File: src/rtl/hamming_scrub_pkg.sv
// Shared types and constants for the Hamming scrub scheduler.
package hamming_scrub_pkg;

    // Scrub FSM states: counting, parity-capture pause, syndrome check, write-back done
    typedef enum logic [1:0] {
        RUN   = 2'd0,
        PARK  = 2'd1,
        CHECK = 2'd2,
        DONE  = 2'd3
    } scrub_state_t;

    // Fewest CHECK cycles the datapath needs for syndrome evaluation and correction
    localparam int unsigned CHECK_CYCLES_MIN = 3;

endpackage

File: src/rtl/hamming_scrub_ctrl_chk.sv
// Checks for the scrub scheduler: legal CHECK length at elaboration and
// the datapath enable held low whenever a scrub is in progress.
module hamming_scrub_ctrl_chk
    import hamming_scrub_pkg::*;
#(
    parameter int unsigned CHECK_CYCLES = 3
) (
    input logic clk,
    input logic rst_n,
    input logic cnt_enable,
    input logic scrub_busy
);

    if (CHECK_CYCLES < CHECK_CYCLES_MIN) begin : g_check_cycles_too_small
        $error("hamming_scrub_ctrl: CHECK_CYCLES must be at least 3");
    end

    // The datapath must never advance while parity capture or correction is underway
    a_no_count_while_busy : assert property (
        @(posedge clk) disable iff (!rst_n) scrub_busy |-> !cnt_enable
    ) else $error("hamming_scrub_ctrl: cnt_enable high while scrub busy");

endmodule

File: src/rtl/hamming_scrub_ctrl_sat_counter.sv
// Saturating up/down counter with synchronous clear.
// Clear wins over inc/dec; inc and dec together hold the value.
module sat_counter #(
    parameter int unsigned W = 8
) (
    input  logic         clk,
    input  logic         rst_n,
    input  logic         clr,
    input  logic         inc,
    input  logic         dec,
    output logic [W-1:0] count
);

    localparam logic [W-1:0] MAX_C  = {W{1'b1}};
    localparam logic [W-1:0] ZERO_C = {W{1'b0}};
    localparam logic [W-1:0] ONE_C  = {{(W-1){1'b0}}, 1'b1};

    logic [W-1:0] count_r;

    // Count register: clear first, then saturating increment or decrement
    always_ff @(posedge clk or negedge rst_n) begin
        if (!rst_n) begin
            count_r <= ZERO_C;
        end else if (clr) begin
            count_r <= ZERO_C;
        end else if (inc && !dec && (count_r != MAX_C)) begin
            count_r <= count_r + ONE_C;
        end else if (dec && !inc && (count_r != ZERO_C)) begin
            count_r <= count_r - ONE_C;
        end else begin
            count_r <= count_r;
        end
    end

    assign count = count_r;

endmodule

File: src/rtl/hamming_scrub_ctrl.sv
// Scrub scheduler for the Hamming-protected counter datapath.
// Gates host count requests onto the datapath enable, forces a periodic or
// on-demand pause (PARK -> CHECK -> DONE) for parity capture, syndrome check
// and correction write-back, and counts detected error events.
// Optional feature: define HAMMING_SCRUB_BACKLOG_EN to replay count requests
// that stalled during a pause once the FSM is back in RUN.
module hamming_scrub_ctrl
    import hamming_scrub_pkg::*;
#(
    parameter int unsigned SCRUB_PERIOD_W = 16,
    parameter int unsigned CHECK_CYCLES   = 3,
    parameter int unsigned ERR_CNT_W      = 8,
    parameter int unsigned BACKLOG_W      = 4
) (
    input  logic                      clk,
    input  logic                      rst_n,
    input  logic                      count_req,
    input  logic [SCRUB_PERIOD_W-1:0] scrub_period,
    input  logic                      scrub_now,
    input  logic                      syn_nonzero,
    input  logic                      err_clr,
    output logic                      cnt_enable,
    output logic                      count_stall,
    output logic                      scrub_busy,
    output logic                      scrub_done,
    output logic                      err_event,
    output logic [ERR_CNT_W-1:0]      err_count
);

    localparam int unsigned TMR_W = $clog2(CHECK_CYCLES);
    localparam logic [TMR_W-1:0] TMR_LOAD_C = TMR_W'(CHECK_CYCLES - 1);
    localparam logic [TMR_W-1:0] TMR_ZERO_C = {TMR_W{1'b0}};
    localparam logic [TMR_W-1:0] TMR_ONE_C  = {{(TMR_W-1){1'b0}}, 1'b1};
    localparam logic [SCRUB_PERIOD_W-1:0] PER_ZERO_C = {SCRUB_PERIOD_W{1'b0}};
    localparam logic [SCRUB_PERIOD_W-1:0] PER_ONE_C  = {{(SCRUB_PERIOD_W-1){1'b0}}, 1'b1};
    localparam logic [BACKLOG_W-1:0] BKL_ZERO_C = {BACKLOG_W{1'b0}};

    scrub_state_t state_r;
    scrub_state_t next_state_s;

    logic [SCRUB_PERIOD_W-1:0] run_cnt_r;
    logic [TMR_W-1:0]          timer_r;
    logic                      err_flag_r;
    logic                      busy_r;
    logic                      done_r;
    logic                      event_r;

    logic                      run_active_s;
    logic                      backlog_pend_s;
    logic                      cnt_enable_s;
    logic                      count_stall_s;
    logic                      trigger_s;
    logic                      err_inc_s;
    logic [BACKLOG_W-1:0]      backlog_s;
    logic [ERR_CNT_W-1:0]      err_count_s;

    // The FSM honours requests only in RUN and only while out of reset
    assign run_active_s   = rst_n && (state_r == RUN);
    assign backlog_pend_s = (backlog_s != BKL_ZERO_C);
    assign count_stall_s  = count_req && !run_active_s;

    // FSM state register
    always_ff @(posedge clk or negedge rst_n) begin
        if (!rst_n) begin
            state_r <= RUN;
        end else begin
            state_r <= next_state_s;
        end
    end

    // Next-state decode, Mealy datapath enable and scrub trigger
    always_comb begin
        next_state_s = state_r;
        cnt_enable_s = 1'b0;
        trigger_s    = 1'b0;
        case (state_r)
            RUN: begin
                cnt_enable_s = run_active_s && (count_req || backlog_pend_s);
                if (scrub_now) begin
                    trigger_s = 1'b1;
                end else if ((scrub_period != PER_ZERO_C) && cnt_enable_s &&
                             (run_cnt_r >= (scrub_period - PER_ONE_C))) begin
                    trigger_s = 1'b1;
                end else begin
                    trigger_s = 1'b0;
                end
                if (trigger_s) begin
                    next_state_s = PARK;
                end else begin
                    next_state_s = RUN;
                end
            end
            PARK: begin
                next_state_s = CHECK;
            end
            CHECK: begin
                if (timer_r == TMR_ZERO_C) begin
                    next_state_s = DONE;
                end else begin
                    next_state_s = CHECK;
                end
            end
            DONE: begin
                next_state_s = RUN;
            end
            default: begin
                next_state_s = RUN;
            end
        endcase
    end

    // Run counter: counts enabled cycles, restarts on every scrub trigger
    always_ff @(posedge clk or negedge rst_n) begin
        if (!rst_n) begin
            run_cnt_r <= PER_ZERO_C;
        end else if (state_r == RUN) begin
            if (trigger_s) begin
                run_cnt_r <= PER_ZERO_C;
            end else if (cnt_enable_s) begin
                run_cnt_r <= run_cnt_r + PER_ONE_C;
            end else begin
                run_cnt_r <= run_cnt_r;
            end
        end else begin
            run_cnt_r <= run_cnt_r;
        end
    end

    // CHECK timer: loaded in PARK, counts down to the DONE hand-off
    always_ff @(posedge clk or negedge rst_n) begin
        if (!rst_n) begin
            timer_r <= TMR_ZERO_C;
        end else if (state_r == PARK) begin
            timer_r <= TMR_LOAD_C;
        end else if ((state_r == CHECK) && (timer_r != TMR_ZERO_C)) begin
            timer_r <= timer_r - TMR_ONE_C;
        end else begin
            timer_r <= timer_r;
        end
    end

    // Error flag: any nonzero syndrome during CHECK, consumed in DONE
    always_ff @(posedge clk or negedge rst_n) begin
        if (!rst_n) begin
            err_flag_r <= 1'b0;
        end else if ((state_r == CHECK) && syn_nonzero) begin
            err_flag_r <= 1'b1;
        end else if (state_r == DONE) begin
            err_flag_r <= 1'b0;
        end else begin
            err_flag_r <= err_flag_r;
        end
    end

    // Status outputs registered from the next state so they align with the state itself
    always_ff @(posedge clk or negedge rst_n) begin
        if (!rst_n) begin
            busy_r  <= 1'b0;
            done_r  <= 1'b0;
            event_r <= 1'b0;
        end else begin
            busy_r  <= (next_state_s != RUN);
            done_r  <= (next_state_s == DONE);
            event_r <= (next_state_s == DONE) &&
                       (err_flag_r || ((state_r == CHECK) && syn_nonzero));
        end
    end

    assign err_inc_s = (state_r == DONE) && err_flag_r;

    sat_counter #(.W(ERR_CNT_W)) u_err_cnt (
        .clk   (clk),
        .rst_n (rst_n),
        .clr   (err_clr),
        .inc   (err_inc_s),
        .dec   (1'b0),
        .count (err_count_s)
    );

`ifdef HAMMING_SCRUB_BACKLOG_EN
    logic backlog_dec_s;

    // Replay only when the host is idle so the counter never advances twice in one cycle
    assign backlog_dec_s = run_active_s && backlog_pend_s && !count_req;

    sat_counter #(.W(BACKLOG_W)) u_backlog (
        .clk   (clk),
        .rst_n (rst_n),
        .clr   (1'b0),
        .inc   (count_stall_s),
        .dec   (backlog_dec_s),
        .count (backlog_s)
    );
`else
    assign backlog_s = BKL_ZERO_C;
`endif

    hamming_scrub_ctrl_chk #(.CHECK_CYCLES(CHECK_CYCLES)) u_chk (
        .clk        (clk),
        .rst_n      (rst_n),
        .cnt_enable (cnt_enable_s),
        .scrub_busy (busy_r)
    );

    assign cnt_enable  = cnt_enable_s;
    assign count_stall = count_stall_s;
    assign scrub_busy  = busy_r;
    assign scrub_done  = done_r;
    assign err_event   = event_r;
    assign err_count   = err_count_s;

endmodule

File: config.mk
export PLATFORM = sky130hd
export DESIGN_NAME = hamming_scrub_ctrl
export DESIGN_NICKNAME = d
export VERILOG_FILES = /design/src/rtl/hamming_scrub_pkg.sv /design/src/rtl/hamming_scrub_ctrl_chk.sv /design/src/rtl/hamming_scrub_ctrl_sat_counter.sv /design/src/rtl/hamming_scrub_ctrl.sv
export SDC_FILE = /design/constraint.sdc
export NUM_CORES = 1
export LEC_CHECK = 0
export ABC_AREA = 0
export CAP_MARGIN = 40
export CORE_MARGIN = 5
export CORE_UTILIZATION = 60
export CTS_BUF_LIST = sky130_fd_sc_hd__clkbuf_4
export CTS_CLUSTER_DIAMETER = 150
export CTS_CLUSTER_SIZE = 16
export DETAILED_ROUTE_END_ITERATION = 6
export PLACE_DENSITY = 0.88
export SYNTH_ARGS = -nofsm -noshare
export SYNTH_HDL_FRONTEND = slang
export SYNTH_SLANG_ARGS = --single-unit
File: constraint.sdc
create_clock -name clk -period 3.7 [get_ports clk]
set_clock_uncertainty 0.05 [all_clocks]
set_input_delay 0.925 -clock clk [delete_from_list [all_inputs] [get_ports clk]]
set_output_delay 0.925 -clock clk [all_outputs]
set_load 0.01 [all_outputs]
==> qor.log, run 1 <==
qor: status.outcome finished with violations
qor: status.violated_checks negative setup slack
qor: place.postPlaceCellArea 0.00275 sq mm
qor: pwr.p_switching 0.000412 W
qor: sta.timing.slew.headroom 62.7%
qor: critical_path.path_max_fanout 5
qor: finish.insertedDiodeCount 0
qor: grt.grt_usage 23.7%
qor: synthesis.ys.warnings.count 0
qor: critical_path.setup.worst_path.start_class input port
qor: synthesis.synthFlopType sky130_fd_sc_hd__dfrtp_1
qor: sta.timing_worst_slew_pin_value 0.552 ns
qor: sta.timing_hold_violations_final 0
qor: hold_path.timing.hold.worst.class reg2reg
qor: cts.worst_skew_pair.late_latency 0.33 ns
qor: critical_path.timing_worst_setup_path_type in2reg
qor: synthesis.synth.distinct_cells 38
qor: critical_path.timing.reg2reg.setup_slack 1.22 ns
qor: synthesis.post-synth-top-count-cell sky130_fd_sc_hd__nor2_1
qor: synthesis.syn_area 0.00216 sq mm
qor: synthesis.synth-seq-cells 32
qor: grt.grt_first_pass_wirelength 9.28 mm
qor: grt.antenna_found_initial 0
qor: grt.grt_overflow 0
qor: critical_path.timing.critical_path.mode_cell sky130_fd_sc_hd__or4_4
qor: pwr.share_comb_of_total_power 43.7%
qor: route.via_count 2,113
qor: place.post-dp-hpwl 3.93 mm
qor: route.drt.antenna.violating_nets 0
qor: die.die_area 0.00491 sq mm
qor: route.drt-vias-per-instance 6.05
qor: die.floorplan.io_pins 35
qor: critical_path.cell_by_cell_trace_of_the_critical_path buf_6 > or4_4 > or4_4 > nor4b_4 > xnor2_1 > ha_1 > nand4_1 > or3_1 > or4_4 > a32oi_4 > buf_4 > nor2_1
qor: run.timing.max_cap.violations 0
qor: pwr.p_seq_share 40.8%
qor: synthesis.postSynthNetCount 279
qor: cts.clock_buffers_created_by_tritoncts 5
qor: route.drt_drc_violations_left 0
qor: pwr.total_power 0.00113 W
qor: synthesis.synth_top_cells_by_area sky130_fd_sc_hd__dfrtp_1 (37%), sky130_fd_sc_hd__ha_1 (14%), sky130_fd_sc_hd__xnor2_1 (8.5%), sky130_fd_sc_hd__nor2_1 (6.1%), sky130_fd_sc_hd__xor2_1 (5.7%)
qor: die.die_width 70.0 microns
qor: synthesis.synth_top_area_share 37.0%
qor: sta.rsz_0062_raised_after_global_routing true
qor: cts.clkTransAtPathRegs 0.09 ns
qor: cts.htree_levels 2
qor: die.floorplan.core_area 0.00342 sq mm
qor: route.wl_per_cell 17.0 microns
qor: finish.final_nets 350
qor: die.fp-row-count 21
qor: sta.setup_viol_count_final 20
qor: route.detail_route.first_pass.iterations 4
qor: cts.ctsLongestPathBuffers 2
qor: cts.ctsRootBufferMaster sky130_fd_sc_hd__clkbuf_4
qor: synthesis.synth.avg_cell_area 9.32 sq um
qor: die.die_y 70.0 microns
qor: sta.worst_slack -0.372 ns
qor: critical_path.largest_stage_delay_worst_path 0.52 ns
qor: route.wirelength 5.93 mm
qor: die.floorplan.initialDensity 63.3%
qor: place.port_buffer_count 34
qor: pwr.power.share.switching 36.4%
qor: pwr.internal-power 0.000720 W
qor: synthesis.yosys-top-cells-count sky130_fd_sc_hd__nor2_1 (35), sky130_fd_sc_hd__dfrtp_1 (32), sky130_fd_sc_hd__ha_1 (25)
qor: pwr.power.share.clock 15.6%
qor: route.drt_iter0_markers 182
qor: critical_path.slowest_stage sky130_fd_sc_hd__or4_4
qor: pwr.worst_ir_drop_vdd 0.000410 V
qor: synthesis.synth_sequential_area_ratio 37.0%
qor: sta.period_minus_slack 4.07 ns
qor: critical_path.cp.required 3.87 ns
qor: cts.numClockSinks 32
qor: sta.final.period_utilization 110%
qor: grt.first_global_vias 2,076
qor: place.routabilityCongestion 0.829
qor: cts.cts_hold_buffers 0
qor: grt.grt_max_degree 33
qor: synthesis.netlist_instances 232
qor: critical_path.worst_ep_arrival_time 4.24 ns
qor: synthesis.synth.largest_area_cell sky130_fd_sc_hd__dfrtp_1
qor: finish.design_area 0.00291 sq mm
qor: sta.clock.fmax 246 MHz
qor: cts.cts_tree built
qor: synthesis.synth_enable_flop_cells 0
qor: critical_path.worst_path_dominant_cell_family simple AND/OR/NAND/NOR gates
qor: synthesis.synthArstFlopShare 100%
qor: critical_path.timing.critical_path.to_type flip-flop
qor: sta.drv_slew 0
qor: finish.drive_gt1_share 18.2%
qor: pwr.power.leakage 1.32 nW
qor: finish.area.growth.synth_to_final 34.4%
qor: pwr.cellPowerDensity 389 mW/mm^2
qor: critical_path.path_buf_inv 2
## path summary, 6_finish.rpt
path	startpoint	end	depth (start not counted)
worst min register to register	timer_r[1]	timer_r[1]	1
max in group asynchronous	rst_n	run_cnt_r[7]	2
worst min-delay path	timer_r[1]	timer_r[1]	1
worst max register to register	run_cnt_r[11]	run_cnt_r[5]	7
min in group asynchronous	rst_n	run_cnt_r[15]	2
worst max-delay path	scrub_period[5]	run_cnt_r[5]	12
## final cells by class
| class | count | area (sq um) |
|---|---|---|
| fillers | 182 | 509 |
| clock inverters | 2 | 7.51 |
| well taps | 46 | 57.6 |
| multi-input cells | 186 | 1360 |
| repair buffers | 68 | 604 |
| inverters | 10 | 37.5 |
| flip-flops and latches | 32 | 801 |
| clock buffers | 5 | 37.5 |
## through the flow
stage          hold WS (ns)  std cells  utilization, %  setup TNS [ns]  worst slack (ns)
5_1_grt               0.483        349            85.1           -8.95            -0.486
3_3_place_gp          0.418        336            80.5          -17.22            -0.904
6_report              0.464        349            85.1           -6.82            -0.372
4_1_cts               0.456        346            83.4           -9.54            -0.494
2_1_floorplan         0.409        232               -           -7.52            -0.435
3_5_place_dp          0.437        336            80.5          -21.21             -1.11
## per-layer routing
metal	track usage [%]	routed length, microns	vias up	share of wire, %
met1	27.9	2390	1012	40
li1	-	-	948	-
met4	13.0	231	0	3.9
met2	38.7	2860	113	48
met3	6.60	453	40	7.6
met5	0	0	-	0
## registers in the layout, indices dropped and copies added, names as in the netlist
name / count
err_event: 1
u_err_cnt.count: 8
timer_r: 2
state_r: 2
err_flag_r: 1
scrub_busy: 1
scrub_done: 1
run_cnt_r: 16
## layout by cell type (no fill, tap or decap), drive strengths merged
cell           count
buf               37
nor2              35
dfrtp             32
clkdlybuf4s50     30
ha                25
xnor2             21
nand2             17
xor2              14
inv               10
nand4              9
nor3               8
a21oi              8
nand3              7
and3               6
o21ai              6
clkbuf             5
nor4               4
or4                3
or3                3
o21a               2
nand2b             2
and2               2
mux2i              2
clkinv             2
nor4b              1
a2bb2oi            1
a2111oi            1
nand4b             1
a32oi              1
or2                1
a21boi             1
o211a              1
a41oi              1
or4b               1
and4               1
a211o              1
clkdlybuf4s15      1
## power groups by stage
| stage | logic, W | clock network (W) | registers [W] |
|---|---|---|---|
| after floorplan | 0.000258 | 0 | 0.000462 |
| after global placement | 0.000415 | 0 | 0.000462 |
| after detailed placement | 0.000436 | 0 | 0.000465 |
| after CTS | 0.000463 | 0.000181 | 0.000459 |
| after global routing | 0.000550 | 0.000199 | 0.000468 |
| final | 0.000494 | 0.000176 | 0.000461 |
## logic make-up after synthesis
kind of cell             after synthesis  share of synthesized area (%)
AND/OR/NAND/NOR                      101                           23.4
AO/OA/AOI/OAI                         23                           6.77
buffers and inverters                 14                           3.30
multiplexers                           2                          0.925
XOR/XNOR                              35                           14.2
flip-flops                            32                           37.0
adder cells (fa/ha/maj)               25                           14.5
## repair_timing
| action | in CTS | in global routing |
|---|---|---|
| setup endpoints to repair | 20 | 20 |
| pin swaps | 10 | 13 |
| resized for setup | 23 | 12 |
| buffers inserted | 1 | 2 |
| cloned | 2 | 1 |
Note: power is estimated with default switching activity, not from simulation.
==> inputs of run 2 (changes only) <==
PLACE_DENSITY = 0.86   (was 0.88)
SLEW_MARGIN = 25   (was default)
==> run 2 against run 1 <==
The flow still finishes with violations (negative setup slack). Total power increased by 0.84%. Hold slack got worse by 0.013 ns. First-iteration DRC count decreased by 26%. Critical path depth unchanged. Non-clock buffer count decreased by 3. Die area unchanged. Largest cell class unchanged.
==> qor.log, run 2 (synthesized netlist as in run 1, its figures left out) <==
qor: status.outcome finished with violations [unchanged]
qor: status.violated_checks negative setup slack [unchanged]
qor: finish.final_common_cell sky130_fd_sc_hd__dfrtp_1 [unchanged]
qor: die.floorplan.initialDensity 63.3% [unchanged]
qor: route.drt_drc_violations_left 0 [unchanged]
qor: route.via_count 2,005 [was 2,113]
qor: die.floorplan.io_pins 35 [unchanged]
qor: sta.drv_slew 0 [unchanged]
qor: grt.grt_overflow 0 [unchanged]
qor: cts.cts_hold_buffers 0 [unchanged]
qor: place.routabilityCongestion 0.805 [was 0.829]
qor: grt.first_global_vias 2,043 [was 2,076]
qor: finish.design_area 0.00288 sq mm [was 0.00291 sq mm]
qor: pwr.p_switching 0.000408 W [was 0.000412 W]
qor: grt.met3_usage 5.88% [was 6.60%]
qor: route.drt.antenna.violating_nets 0 [unchanged]
qor: critical_path.timing_worst_setup_path_type in2reg [unchanged]
qor: cts.clock_buffers_created_by_tritoncts 5 [unchanged]
qor: sta.setup_viol_count_final 20 [unchanged]
qor: place.port_buffer_count 34 [unchanged]
qor: die.die_y 70.0 microns [unchanged]
qor: die.die_area 0.00491 sq mm [unchanged]
qor: place.post-dp-hpwl 3.94 mm [was 3.93 mm]
qor: critical_path.slowest_stage sky130_fd_sc_hd__or4_4 [unchanged]
qor: sta.worst_slack -0.447 ns [was -0.372 ns]
qor: route.detail_route.first_pass.iterations 4 [unchanged]
qor: cts.cts_tree built [unchanged]
qor: route.wl_per_cell 15.9 microns [was 17.0 microns]
qor: finish.regMostFlops run_cnt_r [unchanged]
qor: cts.worst_skew_pair.late_latency 0.33 ns [about the same]
qor: critical_path.timing.critical_path.to_type flip-flop [unchanged]
qor: sta.final.period_utilization 112% [was 110%]
qor: cts.ctsRootBufferMaster sky130_fd_sc_hd__clkbuf_4 [unchanged]
qor: pwr.cellPowerDensity 396 mW/mm^2 [was 389 mW/mm^2]
qor: die.fp-row-count 21 [unchanged]
qor: route.wirelength 5.51 mm [was 5.93 mm]
qor: grt.grt_max_degree 33 [unchanged]
qor: cts.clkTransAtPathRegs 0.10 ns [was 0.09 ns]
qor: critical_path.worst_ep_arrival_time 4.38 ns [was 4.24 ns]
qor: finish.final_nets 347 [was 350]
qor: grt.grt_first_pass_wirelength 9.49 mm [was 9.28 mm]
qor: finish.area.growth.synth_to_final 33.1% [was 34.4%]
qor: pwr.share_comb_of_total_power 41.6% [was 43.7%]
qor: die.die_width 70.0 microns [unchanged]
qor: place.postPlaceCellArea 0.00275 sq mm [unchanged]
qor: finish.instances_no_fill 347 [was 349]
qor: finish.most-common-layout-cells sky130_fd_sc_hd__dfrtp_1 (32), sky130_fd_sc_hd__nor2_1 (30), sky130_fd_sc_hd__clkdlybuf4s50_1 (30) [was sky130_fd_sc_hd__dfrtp_1 (32), sky130_fd_sc_hd__buf_4 (31), sky130_fd_sc_hd__clkdlybuf4s50_1 (30)]
qor: finish.drive_gt1_share 17.3% [was 18.2%]
qor: pwr.power.leakage 1.31 nW [was 1.32 nW]
qor: finish.insertedDiodeCount 0 [unchanged]
qor: sta.timing.slew.headroom 63.8% [was 62.7%]
qor: cts.numClockSinks 32 [unchanged]
qor: critical_path.worst_path_dominant_cell_family simple AND/OR/NAND/NOR gates [unchanged]
qor: grt.grtUsageMet2 39.6% [was 38.7%]
qor: route.drt-vias-per-instance 5.78 [was 6.05]
qor: sta.timing_worst_slew_pin_value 0.535 ns [was 0.552 ns]
qor: finish.largest_reg_flops 16 [unchanged]
qor: pwr.power.share.clock 18.1% [was 15.6%]
qor: pwr.p_seq_share 40.3% [was 40.8%]
qor: critical_path.cell_by_cell_trace_of_the_critical_path buf_6 > or4_4 > or4_4 > nor4b_4 > xnor2_1 > ha_1 > nand4_1 > or3_1 > or4_4 > a32oi_4 > buf_6 > o211a_1 [was buf_6 > or4_4 > or4_4 > nor4b_4 > xnor2_1 > ha_1 > nand4_1 > or3_1 > or4_4 > a32oi_4 > buf_4 > nor2_1]
qor: pwr.worst_ir_drop_vdd 0.000353 V [was 0.000410 V]
qor: critical_path.cp.required 3.93 ns [was 3.87 ns]
qor: critical_path.setup.worst_path.start_class input port [unchanged]
qor: critical_path.path_max_fanout 5 [unchanged]
qor: sta.clock.fmax 241 MHz [was 246 MHz]
qor: critical_path.path_buf_inv 2 [unchanged]
qor: place.dp.cells 336 [unchanged]
qor: grt.grt_use_met1 30.0% [was 27.9%]
qor: finish.utilization 84.3% [was 85.1%]
qor: hold_path.timing.hold.worst.class reg2reg [unchanged]
qor: grt.antenna_found_initial 0 [unchanged]
qor: pwr.internal-power 0.000734 W [was 0.000720 W]
qor: run.timing.max_cap.violations 0 [unchanged]
qor: sta.period_minus_slack 4.15 ns [was 4.07 ns]
qor: cts.htree_levels 2 [unchanged]
qor: cts.ctsLongestPathBuffers 2 [unchanged]
qor: critical_path.largest_stage_delay_worst_path 0.60 ns [was 0.52 ns]
qor: sta.rsz_0062_raised_after_global_routing true [unchanged]
qor: die.floorplan.core_area 0.00342 sq mm [unchanged]
qor: sta.timing_hold_violations_final 0 [unchanged]
qor: pwr.power.share.switching 35.7% [was 36.4%]
qor: critical_path.timing.critical_path.mode_cell sky130_fd_sc_hd__or4_4 [unchanged]
qor: grt.grt_busiest_layer met2 [unchanged]
qor: grt.grt_usage 24.0% [was 23.7%]
qor: route.drt_iter0_markers 135 [was 182]
-- run 2: cell types whose count changed in the layout (fill, tap and decap cells not counted) --
cell / before / now
sky130_fd_sc_hd__nor2_1: 28 / 30
sky130_fd_sc_hd__nor2_4: 3 / 1
sky130_fd_sc_hd__clkinv_1: 2 / 1
sky130_fd_sc_hd__buf_4: 31 / 28
sky130_fd_sc_hd__clkbuf_4: 5 / 7
-- run 2: area by class of cell --
cell class	count	area, sq um
clock buffers	7	52.6
fillers	196	536
well taps	46	57.6
multi-input cells	186	1350
repair buffers	65	582
inverters	10	37.5
flip-flops and latches	32	801
clock inverters	1	3.75
-- run 2: through the flow --
stage | setup WS, ns | setup TNS [ns] | hold slack, ns | total power, W
after global placement | -0.904 | -17.24 | 0.420 | 0.000879
after global routing | -0.573 | -10.88 | 0.474 | 0.00123
after detailed placement | -1.05 | -20.08 | 0.431 | 0.000900
final | -0.447 | -8.39 | 0.451 | 0.00114
after CTS | -0.512 | -9.81 | 0.454 | 0.00114
after floorplan | -0.435 | -7.52 | 0.409 | 0.000720
-- run 2: worst register-to-register path: stages, from the launching register on --
cell and delay [ns]:
sky130_fd_sc_hd__dfrtp_1 0.42, sky130_fd_sc_hd__inv_1 0.07, sky130_fd_sc_hd__ha_1 0.26, sky130_fd_sc_hd__nand2b_1 0.15
sky130_fd_sc_hd__a2111oi_0 0.47, sky130_fd_sc_hd__buf_4 0.20, sky130_fd_sc_hd__or4_4 0.13, sky130_fd_sc_hd__a32oi_4 0.12
sky130_fd_sc_hd__buf_6 0.18, sky130_fd_sc_hd__or3_1 0.30
-- run 2: per-layer routing --
metal  part of all wire (%)  wire [microns]
met2                     51            2820
met1                     40            2230
met5                      0               0
met4                    2.2             120
met3                    6.1             338
-- run 2: power by group through the flow --
stage	Clock (W)	Sequential, W	Combinational (W)
6_report	0.000207	0.000460	0.000475
5_1_grt	0.000226	0.000468	0.000533
4_1_cts	0.000208	0.000458	0.000470
3_5_place_dp	0	0.000464	0.000436
3_3_place_gp	0	0.000462	0.000417
2_1_floorplan	0	0.000462	0.000258
-- run 2: path summary, 6_finish.rpt --
| path | slack (ns) | startpoint | depth (start not counted) | endpoint |
|---|---|---|---|---|
| min | 0.45 | timer_r[1] | 1 | timer_r[1] |
| min in group asynchronous | 1.09 | rst_n | 2 | run_cnt_r[13] |
| max | -0.45 | scrub_period[4] | 12 | err_event |
| min reg2reg | 0.45 | timer_r[1] | 1 | timer_r[1] |
| max in group asynchronous | 2.22 | rst_n | 2 | run_cnt_r[5] |
| max reg2reg | 1.24 | run_cnt_r[0] | 9 | scrub_busy |
-- run 2: repair_timing --
item / 4_1_cts / 5_1_grt
endpoints found under the setup margin: 20 / 20
pin swaps: 15 / 9
gates cloned: 2 / 0
buffers inserted: 1 / 0
gates resized for setup: 28 / 1
==> inputs of run 3 (changes only) <==
PLACE_DENSITY = default   (was 0.86)
PLACE_DENSITY_LB_ADDON = 0.15   (was default)
==> run 3 against run 2 <==
The flow still finishes with violations (negative setup slack). Sequential share of layout area decreased by 1.2 points. Maximum frequency increased by 2.9%. Sequential cell count did not move. Wire length grew 25%. Critical path depth rose by 2. Register-to-register slack lost 0.05 ns. Setup slack gained 0.12 ns. Combinational power rose by 6.1%. Global-route usage increased by 2.0 points.
==> qor.log, run 3 (synthesized netlist as in run 1, its figures left out) <==
qor: status.outcome finished with violations [unchanged]
qor: status.violated_checks negative setup slack [unchanged]
qor: sta.worst_slack -0.332 ns [was -0.447 ns]
qor: critical_path.largest_stage_delay_worst_path 0.52 ns [was 0.60 ns]
qor: finish.area.growth.synth_to_final 39.0% [was 33.1%]
qor: critical_path.slowest_stage sky130_fd_sc_hd__or4_4 [unchanged]
qor: hold_path.min_to timer_r[1] [unchanged]
qor: finish.insertedDiodeCount 0 [unchanged]
qor: route.drt_drc_violations_left 0 [unchanged]
qor: die.die_width 70.0 microns [unchanged]
qor: hold_path.hold_path.startpoint timer_r[1] [unchanged]
qor: sta.clock.fmax 248 MHz [was 241 MHz]
qor: cts.clkTransAtPathRegs 0.10 ns [about the same]
qor: die.floorplan.core_area 0.00342 sq mm [unchanged]
qor: route.drt_iter0_markers 186 [was 135]
qor: pwr.worst_ir_drop_vdd 0.000477 V [was 0.000353 V]
qor: route.wirelength 6.91 mm [was 5.51 mm]
qor: critical_path.setup.worst_path.start_class input port [unchanged]
qor: hold_path.hold-path-cell-count 1 [unchanged]
qor: cts.cts_tree built [unchanged]
qor: critical_path.worst_path_dominant_cell_family simple AND/OR/NAND/NOR gates [unchanged]
qor: grt.antenna_found_initial 0 [unchanged]
qor: grt.grt_max_degree 33 [unchanged]
qor: critical_path.timing.critical_path.to_type flip-flop [unchanged]
qor: route.drt-vias-per-instance 6.06 [was 5.78]
qor: die.die_y 70.0 microns [unchanged]
qor: place.port_buffer_count 34 [unchanged]
qor: run.timing.max_cap.violations 0 [unchanged]
qor: finish.instances_no_fill 355 [was 347]
qor: grt.grt_usage 26.0% [was 24.0%]
qor: finish.largest_reg_flops 16 [unchanged]
qor: route.via_count 2,150 [was 2,005]
qor: sta.timing_hold_violations_final 0 [unchanged]
qor: pwr.power.leakage 1.36 nW [was 1.31 nW]
qor: grt.grt_first_pass_wirelength 10.2 mm [was 9.49 mm]
qor: place.dp.cells 341 [was 336]
qor: sta.rsz_0062_raised_after_global_routing true [unchanged]
qor: critical_path.worstRegToRegCells 6 [was 9]
qor: die.die_area 0.00491 sq mm [unchanged]
qor: route.wl_per_cell 19.5 microns [was 15.9 microns]
qor: sta.period_minus_slack 4.03 ns [was 4.15 ns]
qor: critical_path.path_max_fanout 5 [unchanged]
qor: cts.numClockSinks 32 [unchanged]
qor: route.drt.antenna.violating_nets 0 [unchanged]
qor: critical_path.critical_path.reg2reg.endpoint u_err_cnt.count[7] [was scrub_busy]
qor: cts.ctsLongestPathBuffers 2 [unchanged]
qor: finish.design_area 0.00301 sq mm [was 0.00288 sq mm]
qor: sta.setup_viol_count_final 20 [unchanged]
qor: sta.final.period_utilization 109% [was 112%]
qor: sta.timing.slew.headroom 55.2% [was 63.8%]
qor: finish.most-common-layout-cells sky130_fd_sc_hd__buf_4 (36), sky130_fd_sc_hd__dfrtp_1 (32), sky130_fd_sc_hd__clkdlybuf4s50_1 (30) [was sky130_fd_sc_hd__dfrtp_1 (32), sky130_fd_sc_hd__nor2_1 (30), sky130_fd_sc_hd__clkdlybuf4s50_1 (30)]
qor: critical_path.timing_worst_setup_path_type in2reg [unchanged]
qor: finish.utilization 88.1% [was 84.3%]
qor: finish.final_common_cell sky130_fd_sc_hd__buf_4 [was sky130_fd_sc_hd__dfrtp_1]
qor: die.floorplan.initialDensity 63.3% [unchanged]
qor: finish.drive_gt1_share 22.3% [was 17.3%]
qor: place.post-dp-hpwl 4.18 mm [was 3.94 mm]
qor: finish.fillerInstances 173 [was 196]
qor: finish.final_nets 355 [was 347]
qor: hold_path.timing.hold.worst.class reg2reg [unchanged]
qor: sta.drv_slew 0 [unchanged]
qor: critical_path.worst_ep_arrival_time 4.20 ns [was 4.38 ns]
qor: cts.ctsRootBufferMaster sky130_fd_sc_hd__clkbuf_4 [unchanged]
qor: die.fp-row-count 21 [unchanged]
qor: cts.clock_buffers_created_by_tritoncts 5 [unchanged]
qor: place.postPlaceCellArea 0.00279 sq mm [was 0.00275 sq mm]
qor: critical_path.path_buf_inv 4 [was 2]
qor: finish.regMostFlops run_cnt_r [unchanged]
qor: cts.worst_skew_pair.late_latency 0.33 ns [about the same]
qor: pwr.cellPowerDensity 410 mW/mm^2 [was 396 mW/mm^2]
qor: cts.htree_levels 2 [unchanged]
qor: sta.timing_worst_slew_pin_value 0.663 ns [was 0.535 ns]
qor: critical_path.r2r-start u_err_cnt.count[0] [was run_cnt_r[0]]
qor: route.detail_route.first_pass.iterations 5 [was 4]
qor: place.routabilityCongestion 0.831 [was 0.805]
qor: critical_path.timing.reg2reg.setup_slack 1.19 ns [was 1.24 ns]
qor: grt.grt_overflow 0 [unchanged]
qor: cts.cts_hold_buffers 0 [unchanged]
qor: die.floorplan.io_pins 35 [unchanged]
qor: grt.first_global_vias 2,277 [was 2,043]
qor: critical_path.cell_by_cell_trace_of_the_critical_path buf_6 > or4_4 > or4_4 > nor2_4 > buf_4 > xnor2_1 > ha_1 > buf_4 > a21oi_1 > o21a_1 > a2bb2oi_1 > a32oi_4 > buf_6 > or3_1 [was buf_6 > or4_4 > or4_4 > nor4b_4 > xnor2_1 > ha_1 > nand4_1 > or3_1 > or4_4 > a32oi_4 > buf_6 > o211a_1]
qor: critical_path.cp.required 3.86 ns [was 3.93 ns]
-- run 3: worst max-delay path by stage --
| stage | slack (ns) | to | cells after the start | start |
|---|---|---|---|---|
| after global routing | -0.38 | run_cnt_r[10] | 12 | scrub_period[7] |
| final | -0.33 | scrub_busy | 14 | scrub_period[7] |
| after floorplan | -0.44 | run_cnt_r[0] | 13 | scrub_period[7] |
| after global placement | -0.88 | err_event | 12 | scrub_period[7] |
| after CTS | -0.43 | err_event | 13 | scrub_period[7] |
| after detailed placement | -0.95 | err_event | 13 | scrub_period[7] |
-- run 3: stage by stage --
stage          worst slack (ns)  total power [W]  hold WS [ns]  setup TNS [ns]
2_1_floorplan            -0.435         0.000720         0.409           -7.52
3_3_place_gp             -0.882         0.000880         0.417          -16.79
3_5_place_dp             -0.947         0.000905         0.428          -18.22
4_1_cts                  -0.426          0.00120         0.451           -8.27
5_1_grt                  -0.385          0.00131         0.477           -7.35
6_report                 -0.332          0.00123         0.448           -6.14
-- run 3: report_power, final --
part,total [W],internal (W),switching (W)
clock,0.000271,0.000149,0.000122
sequential,0.000460,0.000411,0.0000486
combinational,0.000504,0.000243,0.000261
total,0.00123,0.000803,0.000431
-- run 3: cell type report --
type	count	area [sq um]	area share [%]
timing repair buffer	73	642	21.3
clock inverter	2	35.0	1.16
multi-input combinational	186	1390	46.2
tap	46	57.6	1.91
inverter	10	37.5	1.25
clock buffer	6	45.0	1.50
sequential	32	801	26.6
-- run 3: what timing repair did --
item | in CTS | in global routing
resized for setup | 27 | 14
setup endpoints to repair | 20 | 20
endpoints found under the hold margin | 0 | 0
buffers inserted | 3 | 0
pin swaps | 13 | 12
gates cloned | 2 | 1
-- run 3: routing by layer --
| layer | vias to the layer above | share of wire [%] | track usage, % |
|---|---|---|---|
| met5 | - | 0 | 0 |
| met4 | 0 | 6.4 | 11.9 |
| met3 | 54 | 6.4 | 5.74 |
| met2 | 127 | 51 | 48.0 |
| met1 | 1001 | 36 | 28.1 |
| li1 | 968 | - | - |
